### config.mk
export PLATFORM = sky130hd
export DESIGN_NAME = prio_level_ctrl
export DESIGN_NICKNAME = d
export VERILOG_FILES = /design/src/rtl/prio_level_ctrl.sv
export SDC_FILE = /design/constraint.sdc
export NUM_CORES = 1
export LEC_CHECK = 0
export CAP_MARGIN = 20
export CORE_MARGIN = 1
export CORE_UTILIZATION = 50
export CTS_BUF_LIST = sky130_fd_sc_hd__clkbuf_16
export CTS_CLUSTER_SIZE = 28
export DETAILED_ROUTE_END_ITERATION = 6
export HOLD_SLACK_MARGIN = 0.05
export PLACE_DENSITY = 0.73
export SLEW_MARGIN = 40
export SYNTH_ARGS = -nofsm -noshare
export SYNTH_HDL_FRONTEND = slang
export SYNTH_SLANG_ARGS = --single-unit
### constraint.sdc
create_clock -name clk -period 5.1 [get_ports clk]
set_clock_uncertainty 0.1 [all_clocks]
set_input_delay 1.53 -clock clk [delete_from_list [all_inputs] [get_ports clk]]
set_output_delay 1.53 -clock clk [all_outputs]
set_load 0.03 [all_outputs]
### src/rtl/prio_level_ctrl.sv
// Interrupt entry/exit sequencer. Owns the current execution priority level,
// which doubles as the register-bank select, and keeps a LIFO of interrupted
// levels so that returns restore the level that was preempted.
//
// Handshake: irq_valid/irq_prio are held by the arbiter until irq_ack pulses;
// irq_ack with ack_prio marks the single cycle in which that priority was taken.
// A request that is not taken (stall, ENTER, or priority not above level) is
// simply left pending. ret_req is a one-cycle strobe from the core and is not
// acknowledged; a return seen while stalled or in ENTER is dropped.
module prio_level_ctrl #(
    parameter int PrioNum   = 8,
    parameter int PrioWidth = $clog2(PrioNum)
) (
    input  logic                 clk,
    input  logic                 reset,
    input  logic                 irq_valid,
    input  logic [PrioWidth-1:0] irq_prio,
    input  logic                 ret_req,
    input  logic                 stall,
    output logic [PrioWidth-1:0] level,
    output logic                 ra_write_en,
    output logic                 irq_ack,
    output logic [PrioWidth-1:0] ack_prio,
    output logic [PrioWidth-1:0] depth,
    output logic                 err_underflow
);

    typedef enum logic {
        IDLE  = 1'b0,
        ENTER = 1'b1
    } stateT;

    stateT state;

    // Interrupted levels, bottom of stack at index 0. Levels on the stack are
    // strictly increasing, so PrioNum-1 entries always suffice.
    logic [PrioWidth-1:0] levelStack [0:PrioNum-2];

    logic [PrioWidth-1:0] popIdx;
    logic [PrioWidth-1:0] popLevel;
    logic                 canDecide;
    logic                 hasStack;
    logic                 doReturn;
    logic                 doTail;
    logic                 doPop;
    logic                 doUnder;
    logic                 doPush;

    // Decode the IDLE decision for this cycle from current state and inputs.
    always_comb begin
        popIdx    = depth - PrioWidth'(1);
        popLevel  = levelStack[popIdx];
        canDecide = (state == IDLE) && !stall;
        hasStack  = (depth != '0);
        doReturn  = canDecide && ret_req && hasStack;
        // Tail-chain: the pop and the push cancel, so the stack top stays put.
        doTail    = doReturn && irq_valid && (irq_prio > popLevel);
        doPop     = doReturn && !doTail;
        doUnder   = canDecide && ret_req && !hasStack;
        // An underflowing return does not block a coincident preempt.
        doPush    = canDecide && (!ret_req || !hasStack) && irq_valid && (irq_prio > level);
    end

    // Level stack storage; contents need no reset because depth gates reads.
    always_ff @(posedge clk) begin
        if (doPush) begin
            levelStack[depth] <= level;
        end
    end

    // Sequencer: level/depth bookkeeping and registered strobes.
    always_ff @(posedge clk) begin
        if (reset) begin
            state         <= IDLE;
            level         <= '0;
            depth         <= '0;
            ra_write_en   <= 1'b0;
            irq_ack       <= 1'b0;
            ack_prio      <= '0;
            err_underflow <= 1'b0;
        end else begin
            ra_write_en   <= 1'b0;
            irq_ack       <= 1'b0;
            err_underflow <= 1'b0;
            case (state)
                IDLE: begin
                    if (doUnder) begin
                        err_underflow <= 1'b1;
                    end
                    if (doPush) begin
                        level       <= irq_prio;
                        depth       <= depth + PrioWidth'(1);
                        irq_ack     <= 1'b1;
                        ack_prio    <= irq_prio;
                        ra_write_en <= 1'b1;
                        state       <= ENTER;
                    end else if (doTail) begin
                        level       <= irq_prio;
                        irq_ack     <= 1'b1;
                        ack_prio    <= irq_prio;
                        ra_write_en <= 1'b1;
                        state       <= ENTER;
                    end else if (doPop) begin
                        level <= popLevel;
                        depth <= depth - PrioWidth'(1);
                    end
                end
                // ENTER lasts one cycle with the new bank selected; the
                // ra_write_en raised on entry drops as we leave.
                ENTER: begin
                    state <= IDLE;
                end
                default: begin
                    state <= IDLE;
                end
            endcase
        end
    end

    // A push at full depth would mean the stacked levels were not increasing.
    assert property (@(posedge clk) disable iff (reset)
        !(doPush && (depth == PrioWidth'(PrioNum - 1))));

endmodule

### Yosys cells after proc, flatten, opt, wreduce, memory -nomap -nowiden

Memories as Yosys holds them, arrays and structs flattened.
Index checks and enable logic that the tools add are counted.

* register bits after elaboration: 12
* memory bits (writable): 21
* input port bits: 8
* memories kept: 1

Memories
* levelStack: depth 7, bits a word 3, rd ports 1, clocked after memory_dff 0, write ports 1, line 37 `logic [PrioWidth-1:0] levelStack [0:PrioNum-2];`

* add/sub/neg operators: 2
* magnitude comparators: 2
* equal/unequal tests: 1
* muxes and demuxes: 14
* bitwise operators: 1
* reductions and logical operators: 23

Operator list (count)
* 3-bit two-way mux: 8
* 1-bit logical AND: 10
* 3-bit > comparator: 2
* 3-bit nonzero test: 2
* 1-bit two-way mux: 5
* 1-bit logical NOT: 4
* 2-bit AND reduction: 2
* 2-bit nonzero test: 2
* 3-bit by 1-bit adder with 3-bit output, second input constant: 1
* 3-bit AND reduction: 1
* 3-bit by 1-bit subtractor with 3-bit output, second input constant: 1
* 2-bit by 1-bit inequality test with 1-bit output, second input constant: 1
* 1-bit case mux with 2 select lines: 1
* 2-bit OR reduction: 1
* 1-bit logical OR: 1
* 1-bit NOT: 1

### Longest topological paths before layout

Gate-level depths: netlist (run 1).

* word-level depth: 11
* depth in mapped cells: 14
* mapped depth without buffers: 12

### Worst setup path after synthesis (run 1)

Ideal clock, no wire load.

* path kind: register to register
* start: register depth[0]
* end: register level[1]
* setup time: 91 ps
* arrival: 3123 ps
* path slack: 1786 ps
* cell stages (with the launch flop): 15
* buffers on the path: 2
* clock period less this slack: 3314 ps
* path through: dfxtp_1 -> buf_6 -> inv_1 -> ha_1 -> xnor2_4 -> mux4_1 -> and2_1 -> nor2_1 -> ha_1 -> nor2b_1 -> o21a_1 -> o2111ai_2 -> buf_6 -> o211ai_1 -> a311oi_1

* longest elaborated chain between the ends: 8
* elaborated cells between the ends (all ways): 19
* classes of those cells: add/sub: 1; order compare: 1; mux: 3; reduce/logical: 13; memory: 1

RTL lines
* start: declaration: line 24 `output logic [PrioWidth-1:0] depth,`
* start signal: assignment: line 92 `depth <= depth + PrioWidth'(1);`
* start signal: assignment: line 105 `depth <= depth - PrioWidth'(1);`
* 3-bit by 1-bit subtractor with 3-bit output / 3-bit nonzero test (equally long branches): line 51, 54
* memory 7 x 3 bit (tied with other cells)
* 3-bit > comparator (tied with other cells): line 57 `doTail = doReturn && irq_valid && (irq_prio > popLevel);`
* 1-bit logical AND (on tied branches): line 57, 61
* 1-bit logical NOT / 1-bit logical AND (equally long branches): line 58, 61
* 1-bit logical AND (on tied branches): line 58, 61
* 3-bit nonzero test (no line)
* 2-bit AND reduction (no line)
* end signal: assignment: line 91 `level <= irq_prio;`
* end signal: assignment: line 98 `level <= irq_prio;`
* end signal: assignment: line 104 `level <= popLevel;`
* end: declaration: line 20 `output logic [PrioWidth-1:0] level,`

Several ways; a longest one is shown, not always the timed one. The select of a mux whose other input is x is not followed.
A chain may end at the register's enable or synchronous reset.

### Final worst setup path (run 1)

* start: register depth[0]
* end: register depth[2]

* longest elaborated chain between the ends: 8
* elaborated cells between the ends (all ways): 21
* classes of those cells: add/sub: 2; order compare: 1; eq/ne: 1; mux: 3; reduce/logical: 13; memory: 1

RTL lines (line)
* 3-bit by 1-bit subtractor with 3-bit output / 3-bit nonzero test (equally long branches): 51, 105, 54
* memory 7 x 3 bit (tied with other cells)
* 3-bit > comparator (tied with other cells): 57
* 1-bit logical AND (on tied branches): 57, 61
* 1-bit logical NOT / 1-bit logical AND (equally long branches): 58, 61
* 1-bit logical AND (on tied branches): 58, 61
* 2-bit nonzero test (no line) / 2-bit by 1-bit inequality test with 1-bit output (equally long branches)
* 3-bit AND reduction (no line)

Several ways; a longest one is shown, not always the timed one. The select of a mux whose other input is x is not followed.

==> flow_metrics.py, run 1 <==
metrics = {
    "run_status": {
        "status": "complete, no violations",
    },
    "timing": {
        "hold_viol_final": 0,
        "finalSetupTns_ns": 0,
        "tightest_slew_ns": 0.644,
        "finalCritPeriodShare_pct": 77.7,
        "period_minus_slack_ns": 3.96,
        "relSlewSlack_pct": 57.0,
        "slew_violations": 0,
        "timing.hold.ws_ns": 0.377,
        "rsz0062_at_grt": "false",
        "fmax_mhz": 253,
        "setup_viol_count_final": 0,
    },
    "logic_synthesis": {
        "syn-num-nets": 152,
        "yosysSeqAreaShare_pct": 51.4,
        "syn_inst": 135,
        "synth-main-ff-cell": "edfxtp_1",
        "yosys_warnings": 0,
        "synth_cell_type_count": 41,
        "yosysTopAreaCell": "edfxtp_1",
        "synthArstFlopShare_pct": 0,
        "yosys.area.top_type_share_pct": 38.1,
        "syn_area_sq_um": 1660,
        "synth_edf_count": 21,
        "synthTopCellsByArea": "edfxtp_1, dfxtp_1, ha_1",
        "avgSynthCellArea_sq_um": 12.3,
        "synth_seq_cells": 32,
    },
    "floorplan": {
        "num_rows": 20,
        "start_util_pct": 53.3,
        "ios": 20,
        "core_sq_um": 3100,
        "dieHeight_um": 59.5,
        "die_w_um": 59.5,
        "dieArea_sq_um": 3550,
    },
    "clock_network": {
        "cts_made_buffers": 5,
        "postCtsSetupBuffers": 0,
        "h-tree-depth": 2,
        "clock_path_buffers": 2,
        "cts.sinks": 32,
        "cts-resized-gates": 0,
        "clkLatencyLatePin_ns": 0.27,
        "clock-root-buffer": "clkbuf_16",
        "tritoncts": "built",
        "holdBufCountCts": 0,
        "clk_transition_reported_paths_ns": 0.05,
    },
    "drt": {
        "drcViolationCount": 0,
        "drt.antenna.violating_nets": 0,
        "drt_iter0_markers": 63,
        "drt-pass1-iter-count": 4,
        "avgRoutedWirePerCell_um": 17.0,
        "drt_wl_total_um": 3370,
        "vias_per_cell": 5.69,
        "num_vias": 1132,
    },
    "global_route": {
        "antenna_found_initial": 0,
        "overflow": 0,
        "gr-usage-all-layers_pct": 21.4,
        "grt_pass1_wl_um": 5260,
        "grt_pass1_vias": 1109,
        "grt_max_degree": 16,
    },
    "power": {
        "leakagePower_nw": 0.716,
        "total_power_mw": 1.23,
        "p_per_area_nw_per_um2": 613,
        "vdd_ir_drop_max_mv": 0.377,
    },
    "place": {
        "dp.cells": 191,
        "place_area_sq_um": 1840,
        "dp.final_hpwl_um": 2340,
        "place.gp.congestion": 0.791,
        "port_buffers": 19,
    },
    "worst_setup_path": {
        "crit_path_end_kind": "flop",
        "crit_type": "reg2reg",
        "cp-start-kind": "flop",
        "cp.required_ns": 5.17,
        "crit_fanout": 15,
        "cp_data_arrival_time_ns": 4.03,
    },
    "layout": {
        "drive_above_1_share_pct": 9.68,
        "layout_common_cells": "edfxtp_1, clkdlybuf4s50_1, dfxtp_1",
        "final_area_sq_um": 2000,
        "syn2layout_area_growth_pct": 20.9,
        "fin_nets": 171,
        "diodes": 0,
        "layout_commonest_cell": "edfxtp_1",
        "finalNonFillerCells": 199,
    },
    "flow_run": {
        "drv_cap": 0,
    },
    "hold_path": {
        "hold_class": "reg2reg",
    },
}
-- area by class of cell --
class                   instances  area (sq um)
clock inverters                 3          38.8
flip-flops and latches         32           851
fillers                       252          1100
repair buffers                 19           190
multi-input cells              88           711
inverters                       8          30.0
well taps                      44          55.1
clock buffers                   5           125
-- metal layers --
layer / GRT usage (%) / part of all wire [%] / vias to the layer above
met4: 8.97 / 1.8 / 0
li1: - / - / 559
met1: 28.9 / 46 / 532
met3: 6.11 / 6.1 / 7
met2: 32.3 / 46 / 34
met5: 0 / 0 / -
-- stage by stage --
| step | worst slack, ns | utilization [%] |
|---|---|---|
| 2_1_floorplan | 1.79 | - |
| 3_3_place_gp | 1.12 | 59.2 |
| 3_5_place_dp | 0.975 | 59.2 |
| 4_1_cts | 1.10 | 64.5 |
| 5_1_grt | 0.874 | 64.5 |
| 6_report | 1.14 | 64.5 |
-- sequential cells by signal, indices dropped and copies added (netlist names) --
| name | cells |
|---|---|
| ack_prio | 3 |
| irq_ack | 1 |
| levelStack | 21 |
| err_underflow | 1 |
| depth | 3 |
| level | 3 |
-- power breakdown --
group / total (mW) / leakage (nW) / switching [mW] / internal [mW]
clock: 0.330 / 0.0850 / 0.103 / 0.227
combinational: 0.502 / 0.348 / 0.278 / 0.223
sequential: 0.394 / 0.283 / 0.0671 / 0.327
total: 1.23 / 0.716 / 0.449 / 0.777
-- critical path, stage by stage, from the launching register on --
cell and delay (ns):
dfxtp_1 0.73, inv_1 0.22, ha_1 0.35, xnor2_4 0.25, mux4_1 0.32, and2_1 0.18, nor2_1 0.13, ha_1 0.26
nor2b_1 0.14, o21a_1 0.19, o2111ai_2 0.49, nand2_1 0.17, o311ai_1 0.33
-- path summary, 6_finish.rpt --
| path | to | cells after the start | start | slack [ns] |
|---|---|---|---|---|
| max | depth[2] | 12 | depth[0] | 1.14 |
| min | ack_prio[1] | 2 | ack_prio[1] | 0.38 |
| max reg2reg | depth[2] | 12 | depth[0] | 1.14 |
| min reg2reg | ack_prio[1] | 2 | ack_prio[1] | 0.38 |
-- cell families (layout without fill, tap and decap cells) --
family	after synthesis	in the layout	synth area share, %
mux	8	8	8.24
xor+xnor	2	2	2.19
buf+inv	15	35	5.67
compound gates	29	29	13.0
simple gates	40	40	12.7
flops	32	32	51.4
fa+ha+maj	9	9	6.80
-- synth_stat cells (all sizes together), types with 3 or more instances --
| cell type | instances |
|---|---|
| and2 | 3 |
| mux4 | 3 |
| edfxtp | 21 |
| o21ai | 5 |
| nand2 | 5 |
| inv | 8 |
| nor4 | 4 |
| mux2 | 3 |
| ha | 9 |
| nand3 | 9 |
| nor2 | 8 |
| a21oi | 6 |
| dfxtp | 11 |
| buf | 6 |
| nor3 | 5 |
(Power assumes the default switching activity.)
==> run 2, diff against run 1 <==
--- a/config.mk
+++ b/config.mk
@@ -7,12 +7,12 @@
 export LEC_CHECK = 0
 export CAP_MARGIN = 20
 export CORE_MARGIN = 1
-export CORE_UTILIZATION = 50
+export CORE_UTILIZATION = 49
 export CTS_BUF_LIST = sky130_fd_sc_hd__clkbuf_16
 export CTS_CLUSTER_SIZE = 28
 export DETAILED_ROUTE_END_ITERATION = 6
 export HOLD_SLACK_MARGIN = 0.05
-export PLACE_DENSITY = 0.73
+export PLACE_DENSITY = 0.74
 export SLEW_MARGIN = 40
 export SYNTH_ARGS = -nofsm -noshare
 export SYNTH_HDL_FRONTEND = slang
==> constraint.sdc (replaced) <==
create_clock -name clk -period 3.6 [get_ports clk]
set_clock_uncertainty 0.1 [all_clocks]
set_input_delay 1.08 -clock clk [delete_from_list [all_inputs] [get_ports clk]]
set_output_delay 1.08 -clock clk [all_outputs]
set_load 0.03 [all_outputs]
==> run 2 against run 1 <==
- die area rose by 2.0%
- global-route usage increased by 0.75 points
- combinational power increased by 55%
- first-iteration DRC count grew 17%
- highest routed layer unchanged
==> flow_metrics.py, run 2 (synthesis results as in run 1) <==
metrics = {
    "floorplan": {
        "dieHeight_um": 60.1,
        "dieArea_sq_um": 3610,
        "die_w_um": 60.1,
        "ios": 20,
        "num_rows": 20,
        "start_util_pct": 52.9,
        "core_sq_um": 3130,
    },
    "layout": {
        "final_area_sq_um": 2070,
        "layout_common_cells": "edfxtp_1, clkdlybuf4s50_1, dfxtp_1, buf_4, ha_1",
        "top_register": "levelStack",
        "diodes": 0,
        "fin_nets": 182,
        "drive_above_1_share_pct": 16.3,
        "largest_reg_flops": 21,
        "syn2layout_area_growth_pct": 24.9,
        "layout_commonest_cell": "edfxtp_1",
        "finalNonFillerCells": 210,
    },
    "hold_path": {
        "hold_class": "reg2reg",
    },
    "global_route": {
        "grt_pass1_wl_um": 5440,
        "antenna_found_initial": 0,
        "overflow": 0,
        "gr-usage-all-layers_pct": 22.1,
        "grt_pass1_vias": 1178,
        "grt_max_degree": 16,
    },
    "place": {
        "place.gp.congestion": 0.839,
        "dp.final_hpwl_um": 2480,
        "dp.cells": 202,
        "place_area_sq_um": 1920,
        "place_ws_ns": 0.176,
        "port_buffers": 19,
    },
    "clock_network": {
        "holdBufCountCts": 0,
        "cts_made_buffers": 5,
        "cts-resized-gates": 0,
        "postCtsSetupBuffers": 0,
        "clkLatencyLatePin_ns": 0.28,
        "cts.sinks": 32,
        "tritoncts": "built",
        "h-tree-depth": 2,
        "clock-root-buffer": "clkbuf_16",
        "clk_transition_reported_paths_ns": 0.05,
        "clock_path_buffers": 2,
    },
    "drt": {
        "drcViolationCount": 0,
        "drt_wl_total_um": 3270,
        "drt_iter0_markers": 74,
        "drt-pass1-iter-count": 4,
        "drt.antenna.violating_nets": 0,
        "vias_per_cell": 5.74,
        "num_vias": 1206,
        "avgRoutedWirePerCell_um": 15.6,
    },
    "worst_setup_path": {
        "worstSetupEndpoint": "depth[2]",
        "r2r-end": "depth[2]",
        "crit_fanout": 7,
        "regToRegStartpoint": "depth[0]",
        "slowest_stage": "mux4_1",
        "cp-start-kind": "flop",
        "path_cells": "inv_1 -> ha_1 -> xnor2_4 -> mux4_1 -> and2_1 -> nor2_1 -> ha_1 -> nor2b_1 -> o21a_1 -> o2111ai_2 -> buf_4 -> nand2_1 -> o311ai_1",
        "worstRegToRegCells": 13,
        "reg2reg_slack_ns": 0.40,
        "crit_path_end_kind": "flop",
        "crit_type": "reg2reg",
        "cpPeakStageDelay_ns": 0.33,
        "startpoint": "depth[0]",
        "critPathMostFrequentCell": "ha_1",
        "cp.required_ns": 3.69,
        "cp_data_arrival_time_ns": 3.28,
    },
    "power": {
        "total_power_mw": 1.71,
        "p_per_area_nw_per_um2": 826,
        "vdd_ir_drop_max_mv": 0.443,
        "leakagePower_nw": 0.752,
    },
    "timing": {
        "relSlewSlack_pct": 59.9,
        "fmax_mhz": 313,
        "rsz0062_at_grt": "false",
        "finalSetupTns_ns": 0,
        "hold_viol_final": 0,
        "slew_violations": 0,
        "finalCritPeriodShare_pct": 88.8,
        "tightest_slew_ns": 0.596,
        "setup_viol_count_final": 0,
        "period_minus_slack_ns": 3.20,
        "setup_ws_ns": 0.403,
    },
    "run_status": {
        "status": "complete, no violations",
    },
    "flow_run": {
        "drv_cap": 0,
    },
}
[run 2: changes by cell type in the layout (fill, tap and decap cells not counted), sizes merged]
cell and delta:
buf +11, bufinv -1, clkinvlp +2, inv -1
[run 2: how the worst min path moves through the flow]
| stage | start | endpoint | slack (ns) | cells after the start |
|---|---|---|---|---|
| 2_1_floorplan | ack_prio[0] | ack_prio[0] | 0.50 | 2 |
| 3_3_place_gp | ack_prio[2] | ack_prio[2] | 0.35 | 2 |
| 3_5_place_dp | ack_prio[2] | ack_prio[2] | 0.37 | 2 |
| 4_1_cts | ack_prio[1] | ack_prio[1] | 0.38 | 2 |
| 5_1_grt | ack_prio[1] | ack_prio[1] | 0.39 | 2 |
| 6_report | ack_prio[1] | ack_prio[1] | 0.37 | 2 |
[run 2: worst max-delay path: cells and delay by family, from the launching register on]
| kind | cells | cell delay (ns) |
|---|---|---|
| compound gates | 3 | 0.74 |
| fa+ha+maj | 2 | 0.54 |
| simple gates | 4 | 0.53 |
| mux | 1 | 0.33 |
| flops | 1 | 0.32 |
| buf+inv | 2 | 0.28 |
| xor+xnor | 1 | 0.26 |
[run 2: power breakdown]
group / internal (mW) / switching (mW) / total (mW) / leakage [nW]
sequential: 0.463 / 0.0526 / 0.515 / 0.283
clock: 0.256 / 0.158 / 0.414 / 0.0660
combinational: 0.352 / 0.427 / 0.778 / 0.402
[run 2: layout make-up]
class / instances / area (sq um)
fill: 237 / 1060
sequential: 32 / 851
multi-input combinational: 88 / 711
timing repair buffer: 30 / 273
clock buffer: 5 / 125
tap: 44 / 55.1
inverter: 8 / 30.0
clock inverter: 3 / 23.8
[run 2: metal layers]
metal / track usage [%] / wire length [um]
met5: 0 / 0
met4: 11.0 / 78
met3: 7.14 / 160
met2: 34.7 / 1570
met1: 27.3 / 1460
[run 2: per-stage QoR]
stage,util (%),hold WS (ns)
5_1_grt,66.1,0.393
3_3_place_gp,61.4,0.354
6_report,66.1,0.374
2_1_floorplan,-,0.496
4_1_cts,66.1,0.378
3_5_place_dp,61.4,0.369
